==> config.mk <==
export PLATFORM = sky130hd
export DESIGN_NAME = carry_skip_adder_pipe
export DESIGN_NICKNAME = d
export VERILOG_FILES = /design/src/rtl/csa_pkg.sv /design/src/rtl/carry_skip_group.sv /design/src/rtl/carry_skip_adder_pipe.sv
export SDC_FILE = /design/constraint.sdc
export NUM_CORES = 1
export LEC_CHECK = 0
export BUFFER_PORTS_ARGS = -buffer_cell sky130_fd_sc_hd__buf_2
export CAP_MARGIN = 20
export CORE_MARGIN = 2
export CORE_UTILIZATION = 40
export DETAILED_ROUTE_END_ITERATION = 8
export GPL_ROUTABILITY_DRIVEN = 0
export SYNTH_ARGS = -nofsm -noshare
export SYNTH_HDL_FRONTEND = slang
export SYNTH_SLANG_ARGS = --single-unit
==> constraint.sdc <==
create_clock -name clk -period 18.9 [get_ports clk]
set_input_delay 1.89 -clock clk [delete_from_list [all_inputs] [get_ports clk]]
set_output_delay 1.89 -clock clk [all_outputs]
set_load 0.02 [all_outputs]
==> src/rtl/csa_pkg.sv <==
// csa_pkg: shared helpers for the pipelined carry-skip adder (group count, popcount).
package csa_pkg;
   localparam int MAX_GROUPS = 256;
   function automatic int num_groups(input int width, input int block);
      return width / block;
   endfunction
   function automatic logic [31:0] popcount(input logic [MAX_GROUPS-1:0] v);
      logic [31:0] n;
      n = '0;
      for (int i = 0; i < MAX_GROUPS; i++) n = n + 32'(v[i]);
      return n;
   endfunction
endpackage

==> src/rtl/carry_skip_group.sv <==
// carry_skip_group: BLOCK-bit ripple adder whose carry-out bypasses the ripple when every bit propagates.
module carry_skip_group #(
   parameter int BLOCK = 4
) (
   input  logic [BLOCK-1:0] a,
   input  logic [BLOCK-1:0] b,
   input  logic             cin,
   output logic [BLOCK-1:0] sum,
   output logic             cout,
   output logic             skip
);
   logic [BLOCK:0] c;
   always_comb begin
      c[0] = cin;
      sum = '0;
      for (int i = 0; i < BLOCK; i++) begin
         sum[i] = a[i] ^ b[i] ^ c[i];
         c[i+1] = (a[i] & b[i]) | ((a[i] ^ b[i]) & c[i]);
      end
   end
   assign skip = &(a ^ b);
   assign cout = skip ? cin : c[BLOCK];
endmodule

==> src/rtl/carry_skip_adder_pipe.sv <==
// carry_skip_adder_pipe: WIDTH-bit carry-skip adder split into STAGES registered slices with valid/ready.
// Optional skip_count statistics port enabled by CARRY_SKIP_ADDER_PIPE_STATS_EN.
module carry_skip_adder_pipe
   import csa_pkg::*;
#(
   parameter int WIDTH  = 32,
   parameter int BLOCK  = 4,
   parameter int STAGES = 2
) (
   input  logic                                clk,
   input  logic                                rst_n,
   input  logic                                in_valid,
   output logic                                in_ready,
   input  logic [WIDTH-1:0]                    a,
   input  logic [WIDTH-1:0]                    b,
   input  logic                                cin,
   output logic                                out_valid,
   input  logic                                out_ready,
   output logic [WIDTH-1:0]                    sum,
   output logic                                cout,
   output logic                                ovf,
   output logic [num_groups(WIDTH, BLOCK)-1:0] skip_mask
`ifdef CARRY_SKIP_ADDER_PIPE_STATS_EN
   ,
   output logic [31:0]                         skip_count
`endif
);
   localparam int NG = num_groups(WIDTH, BLOCK);
   localparam int WS = WIDTH / STAGES;
   localparam int GS = WS / BLOCK;

   if (WIDTH % (STAGES * BLOCK) != 0) begin : g_bad
      $error("carry_skip_adder_pipe: WIDTH must be a multiple of STAGES*BLOCK");
   end

   // s holds finished sum bits below the current slice and untouched a bits above it
   typedef struct packed {
      logic             v;
      logic             c;
      logic [WIDTH-1:0] s;
      logic [WIDTH-1:0] b;
      logic [NG-1:0]    skip;
   } stage_t;

   stage_t q [STAGES];
   stage_t d [STAGES];
   logic   adv, ovf_d, ovf_q;

   assign adv      = out_ready || !q[STAGES-1].v;
   assign in_ready = adv;

   for (genvar k = 0; k < STAGES; k++) begin : g_s
      stage_t         src, nx;
      logic [GS:0]    c;
      logic [WS-1:0]  s;
      logic [GS-1:0]  sk;
      if (k == 0) begin : g_first
         assign src = '{v: in_valid, c: cin, s: a, b: b, skip: '0};
      end else begin : g_next
         assign src = q[k-1];
      end
      assign c[0] = src.c;
      for (genvar g = 0; g < GS; g++) begin : g_g
         carry_skip_group #(.BLOCK(BLOCK)) u_grp (
            .a   (src.s[k*WS + g*BLOCK +: BLOCK]),
            .b   (src.b[k*WS + g*BLOCK +: BLOCK]),
            .cin (c[g]),
            .sum (s[g*BLOCK +: BLOCK]),
            .cout(c[g+1]),
            .skip(sk[g])
         );
      end
      always_comb begin
         nx = src;
         nx.s[k*WS +: WS] = s;
         nx.c = c[GS];
         nx.skip[k*GS +: GS] = sk;
      end
      assign d[k] = nx;
      if (k == STAGES - 1) begin : g_last
         assign ovf_d = (src.s[WIDTH-1] == src.b[WIDTH-1]) && (s[WS-1] != src.s[WIDTH-1]);
      end
   end

   always_ff @(posedge clk or negedge rst_n) begin
      if (!rst_n) begin
         for (int i = 0; i < STAGES; i++) q[i] <= '0;
         ovf_q <= 1'b0;
      end else if (adv) begin
         for (int i = 0; i < STAGES; i++) q[i] <= d[i];
         ovf_q <= ovf_d;
      end
   end

   assign out_valid = q[STAGES-1].v;
   assign sum       = q[STAGES-1].s;
   assign cout      = q[STAGES-1].c;
   assign skip_mask = q[STAGES-1].skip;
   assign ovf       = ovf_q;

   logic unused_b;
   assign unused_b = ^q[STAGES-1].b;

`ifdef CARRY_SKIP_ADDER_PIPE_STATS_EN
   logic [32:0] cnt_sum;
   assign cnt_sum = {1'b0, skip_count} + {1'b0, popcount(MAX_GROUPS'(skip_mask))};
   always_ff @(posedge clk or negedge rst_n) begin
      if (!rst_n) skip_count <= '0;
      else if (out_valid && out_ready) skip_count <= cnt_sum[32] ? '1 : cnt_sum[31:0];
   end
`endif
endmodule

# --- Word-level counts from Yosys, hierarchy flattened ---
# Cells that the tools add are included.
# W data, S select, Z words.
word_totals:
  register_bits: 113
  word_cells: 199
  out_inout_bits: 44
  in_bits: 69
op_classes:
  bitwise_logic: 168
  reduce_logical: 11
  muxes: 8
  eq_ne: 2
ops:
  columns: ["op", "n"]
  rows:
  - ["$and A1 B1 Y1", 64]
  - ["$xor A1 B1 Y1", 64]
  - ["$or A1 B1 Y1", 32]
  - ["$reduce_and A4 Y1", 8]
  - ["$xor A4 B4 Y4", 8]
  - ["$mux W1", 8]
  - ["$eq A1 B1 Y1", 1]
  - ["$logic_and A1 B1 Y1", 1]
  - ["$logic_not A1 Y1", 1]
  - ["$logic_or A1 B1 Y1", 1]
  - ["$ne A1 B1 Y1", 1]

# --- Logic depth before layout (Yosys ltp) ---
logic_depth:
  ltp_word: 37
  ltp_mapped: 26

# --- Modules after synthesis ---
# Synthesis repeated with hierarchy kept, for this count alone.
hier_totals:
  cells_unflattened: 361
  hier_area_um2: 5172.5
by_module_without_submodules:
  columns: ["mod", "area_each_um2", "cells_each", "seq_area_each_um2", "n_inst"]
  rows:
  - ["carry_skip_adder_pipe", 3691.0, 209, 2427.3, 1]
  - ["carry_skip_group", 185.2, 19, 0.0, 8]

# --- Least setup slack after synthesis ---
# Ideal clock, no wire load.
synth_timing:
  path_type: "input-to-reg"
  startpoint: "input a[0]"
  endpoint: "register d[55] (netlist name)"
  t_arrival_ns: 8.585
  path_slack_ns: 10.236
  stages: 25
  path_buffers: 0
  path_cell_list: "inv_1 fa_1 inv_1 fa_1 fa_1 fa_1 mux2_4 fa_1 fa_1 fa_1 fa_1 nor2b_1 nor2_1 fa_1 fa_1 fa_1 fa_1 nand2_1 o31ai_2 fa_1 fa_1 fa_1 inv_1 fa_1 a21oi_1"
synth_via:
  elab_chain_cells: 35
synth_rtl:
  columns: ["item", "line", "rtl"]
  rows:
  - ["start, declared", "carry_skip_adder_pipe.sv:14", "input logic [WIDTH-1:0] a,"]
  - ["$xor A1 B1 Y1", "carry_skip_group.sv:18", "c[i+1] = (a[i] & b[i]) | ((a[i] ^ b[i]) & c[i]);"]
  - ["$and A1 B1 Y1", "carry_skip_group.sv:18", null]
  - ["$or A1 B1 Y1", "carry_skip_group.sv:18", null]
  - ["$and A1 B1 Y1", "carry_skip_group.sv:18", null]
  - ["$or A1 B1 Y1", "carry_skip_group.sv:18", null]
  - ["$and A1 B1 Y1", "carry_skip_group.sv:18", null]
  - ["$or A1 B1 Y1", "carry_skip_group.sv:18", null]
  - ["$and A1 B1 Y1", "carry_skip_group.sv:18", null]
  - ["(+19 left out)", null, null]
  - ["$mux W1 *", "carry_skip_group.sv:22", "assign cout = skip ? cin : c[BLOCK];"]
  - ["$and A1 B1 Y1 *", "carry_skip_group.sv:18", null]
  - ["$or A1 B1 Y1 *", "carry_skip_group.sv:18", null]
  - ["$and A1 B1 Y1 *", "carry_skip_group.sv:18", null]
  - ["$or A1 B1 Y1 *", "carry_skip_group.sv:18", null]
  - ["$and A1 B1 Y1 *", "carry_skip_group.sv:18", null]
  - ["$or A1 B1 Y1 *", "carry_skip_group.sv:18", null]
  - ["$xor A1 B1 Y1 *", "carry_skip_group.sv:17", "sum[i] = a[i] ^ b[i] ^ c[i];"]
# Every way passes the cells marked *; elsewhere a longest branch is shown, timed or not.
# A chain may end at the register's enable or synchronous reset.

# --- Worst setup path in the final report ---
layout_timing:
  startpoint: "input a[0]"
  endpoint: "register d[55] (netlist name)"
layout_via:
  elab_chain_cells: 35
layout_rtl:
  columns: ["item", "line"]
  rows:
  - ["$xor A1 B1 Y1", "carry_skip_group.sv:18"]
  - ["$and A1 B1 Y1", "carry_skip_group.sv:18"]
  - ["$or A1 B1 Y1", "carry_skip_group.sv:18"]
  - ["$and A1 B1 Y1", "carry_skip_group.sv:18"]
  - ["$or A1 B1 Y1", "carry_skip_group.sv:18"]
  - ["$and A1 B1 Y1", "carry_skip_group.sv:18"]
  - ["$or A1 B1 Y1", "carry_skip_group.sv:18"]
  - ["$and A1 B1 Y1", "carry_skip_group.sv:18"]
  - ["(+19 left out)", null]
  - ["$mux W1 *", "carry_skip_group.sv:22"]
  - ["$and A1 B1 Y1 *", "carry_skip_group.sv:18"]
  - ["$or A1 B1 Y1 *", "carry_skip_group.sv:18"]
  - ["$and A1 B1 Y1 *", "carry_skip_group.sv:18"]
  - ["$or A1 B1 Y1 *", "carry_skip_group.sv:18"]
  - ["$and A1 B1 Y1 *", "carry_skip_group.sv:18"]
  - ["$or A1 B1 Y1 *", "carry_skip_group.sv:18"]
  - ["$xor A1 B1 Y1 *", "carry_skip_group.sv:17"]
# Marked as above.

==> flow_summary.toml <==
[power]
leakage_nw = 3.178
intPower_mw = 0.4448
seq_power_share = 0.426
total_switching_power_mw = 0.2233
comb_power_share = 0.286
netSwitchingFraction = 0.3342
power_density_nw_per_um2 = 114.3
power.clock.fraction = 0.288
vdd_drop_max_mv = 0.05515
power.total_mw = 0.6681

[clock_network]
cts_post_setup_buffers_inserted = 0
cts-root-buf = "clkbuf_16"
numClockSinks = 97
cts_max_level = 3
clockBufferDepth = 2
cts_tree = "built"
clkTransAtPathRegs_ps = 60
cts-buffers-inserted = 9
holdBufCountCts = 0
clkLatencyLatePin_ps = 340
post_cts.resized_instances = 0

[floorplanning]
floorplan.die_area_um2 = 13010
core_area_um2 = 11910
fp.dieH_um = 114.0
placement_rows = 40
die_width_um = 114.0
initial_core_util = 0.4066
design.portCount = 113

[sta]
final_cycle_share = 0.4631
max_freq_ghz = 0.1143
setup_repair_after_global_routing_missed_its_margin = "no"
slew_violations = 0
final-hold-violation-count = 0
finalSetupViolations = 0
worst_pin_slew_ps = 982.8
totalNegativeSetupSlack_ps = 0
final.setup_skew_ps = 7.215
worst_slack_ps = 10150
whs_ps = 456.6
finalCriticalPeriod_ps = 8752
max-slew-margin-rel = 0.3448

[worst_hold_path]
min_path_type = "reg2reg"

[synthesis]
yosys.cell_types.count = 22
synthFlopType = "dfrtp_1"
seq_area_frac_synth = 0.5012
ys_seq_elements = 97
synth.top_cell.area_share = 0.5012
post_synth_main_area_contributors = "dfrtp_1 50%, nand2_1 19%, fa_1 13%"
syn-mean-instance-area_um2 = 9.864
synth_warnings = 0
synth.largest_area_cell = "dfrtp_1"
syn-cell-area_um2 = 4843
number_of_flops_mapped_to_enable_cells_by_yosys = 0
synthCells = 491
synth_nets = 624
asyncSetResetFlopFracSynth = 1.000

[detailed_routing]
drt_iter0_markers = 144
remaining_drc_errors = 0
detailroute.via_count = 3432
drt.antenna.violating_nets = 0
route.detailed.vias_per_inst = 4.594
detailed_routing_iteration_count_for_the_pre_antenna_repair_pass = 4
route.final.wire_length_mm = 9.533
avgRoutedWirePerCell_um = 12.76

[critical_path]
setup.worst_path.class = "in2reg"
regToRegSetupSlack_ps = 10520
path_buf_inv = 4
maximum_fanout_count_along_the_critical_path = 2
critical_path.most_common_cell = "fa_1"
crit_path_max_incr_delay_ps = 410
critical_path.startpoint_type = "primary input"
arrival_ps = 9010
slowest_stage = "fa_1"
required_time_worst_endpoint_ps = 19160
critPathTopFamily = "adder cells"
critical_path.endpoint_type = "flip-flop"

[placed_design]
placement.setup.worst_slack_ps = 9762
detailedPlacementHpwl_mm = 6.711
port_buffers = 112

[layout]
fillers = 1166
area.sequential_um2 = 2427
drive_gt1_frac = 0.2267
final_net_count = 729
layout-area-overhead-vs-synth_pct = 20.69
diodes = 0
multi_input_area_um2 = 2281
final_core_util = 0.4908

[outcome]
run_status = "finished clean"

[global_routing]
grt_antenna_before_repair = 1
grt_pass1_vias = 3378
grt_start_max_net_pins = 99
groute.usage.overall = 0.1560
overall_overflow_remaining_after_global_route = 0
grt_first_pass_wirelength_mm = 15.96

[flow_run]
maxCapViolCount = 0
## final cells by class
class | count | area share
repair buffers | 115 | 0.1002
multi-input cells | 358 | 0.3902
inverters | 15 | 0.009632
well taps | 147 | 0.03146
clock buffers | 12 | 0.04217
clock inverters | 3 | 0.01113
flip-flops and latches | 97 | 0.4152
## final timing paths
| kind | end | cells past startpoint | start |
|---|---|---|---|
| worst max-delay path | d[55] | 26 | a[0] |
| worst min-delay path | sum[3] | 2 | sum[3] |
| worst max register to register | ovf | 26 | g_s[1].c[0] |
| worst min register to register | sum[3] | 2 | sum[3] |
| max in group asynchronous | sum[1] | 2 | rst_n |
| min in group asynchronous | skip_mask[4] | 1 | rst_n |
## synth_stat cells, types with 2 or more instances
master,count
a21oi_1,4
a31oi_1,2
buf_1,3
buf_2,6
clkbuf_1,12
dfrtp_1,97
fa_1,32
ha_1,32
inv_1,14
mux2_4,2
nand2_1,246
nand4_1,8
nor2_1,8
nor2_4,2
nor2b_1,3
o21ai_0,12
o31a_1,2
o31ai_2,2
## power groups by stage
stage	logic [mW]	clock network (mW)	registers, mW
5_1_grt	0.217	0.207	0.292
2_1_floorplan	0.0878	0	0.323
3_5_place_dp	0.194	0	0.289
6_report	0.191	0.192	0.285
3_3_place_gp	0.193	0	0.288
4_1_cts	0.196	0.198	0.286
## flip-flops by register name, summed over array words and instances, names as in the netlist
| name | flops |
|---|---|
| d | 37 |
| cout | 1 |
| g_s.c | 1 |
| g_s.src | 16 |
| skip_mask | 8 |
| sum | 32 |
| out_valid | 1 |
| ovf | 1 |
## placed cells by master, fill, tap and decap left out
| master | count |
|---|---|
| o31ai_1 | 1 |
| inv_1 | 14 |
| dfrtp_1 | 97 |
| clkbuf_16 | 9 |
| o31a_1 | 2 |
| nand4_1 | 8 |
| buf_2 | 111 |
| a21oi_1 | 4 |
| fa_1 | 32 |
| buf_4 | 4 |
| o21ai_0 | 12 |
| clkinv_2 | 1 |
| xor2_1 | 1 |
| inv_2 | 1 |
| nand2b_1 | 1 |
| nor2_1 | 8 |
| a31oi_1 | 2 |
| nand2_1 | 246 |
| ha_1 | 32 |
| clkbuf_8 | 1 |
| nor2b_4 | 1 |
| mux2_4 | 2 |
| nor2_4 | 2 |
| bufinv_16 | 2 |
| o31ai_2 | 2 |
| clkbuf_1 | 2 |
| nor2b_1 | 2 |
## metal layers
metal | vias to the layer above | GRT usage | share of wire | routed length, um
met1 | 1646 | 0.2045 | 0.46 | 4363
met5 | - | 0 | 0.0014 | 13
met2 | 58 | 0.2528 | 0.48 | 4619
met4 | 2 | 0.07154 | 0.022 | 206
met3 | 14 | 0.02922 | 0.035 | 329
li1 | 1712 | - | - | -
## kinds of logic (layout without fill, tap and decap cells)
kind of cell / count (synthesis) / count (layout) / synth area share
AND/OR/NAND/NOR: 268 / 268 / 0.2170
flip-flops: 97 / 97 / 0.5012
adder cells (fa/ha/maj): 64 / 64 / 0.2149
buffers and inverters: 36 / 145 / 0.02945
AO/OA/AOI/OAI: 23 / 23 / 0.02945
multiplexers: 2 / 2 / 0.006200
XOR/XNOR: 1 / 1 / 0.001809
## metrics by stage
stage | instance area, um^2 | std cells
floorplan | 4843 | 491
global placement | 5534 | 732
global route | 5846 | 747
detailed placement | 5534 | 732
finish | 5846 | 747
CTS | 5846 | 747
## tightest hold or removal path: cells and delay by family, from the launching register on
family | cells | cell delay [ps]
flip-flops | 1 | 330
AND/OR/NAND/NOR | 2 | 90
(Power assumes the default switching activity.)
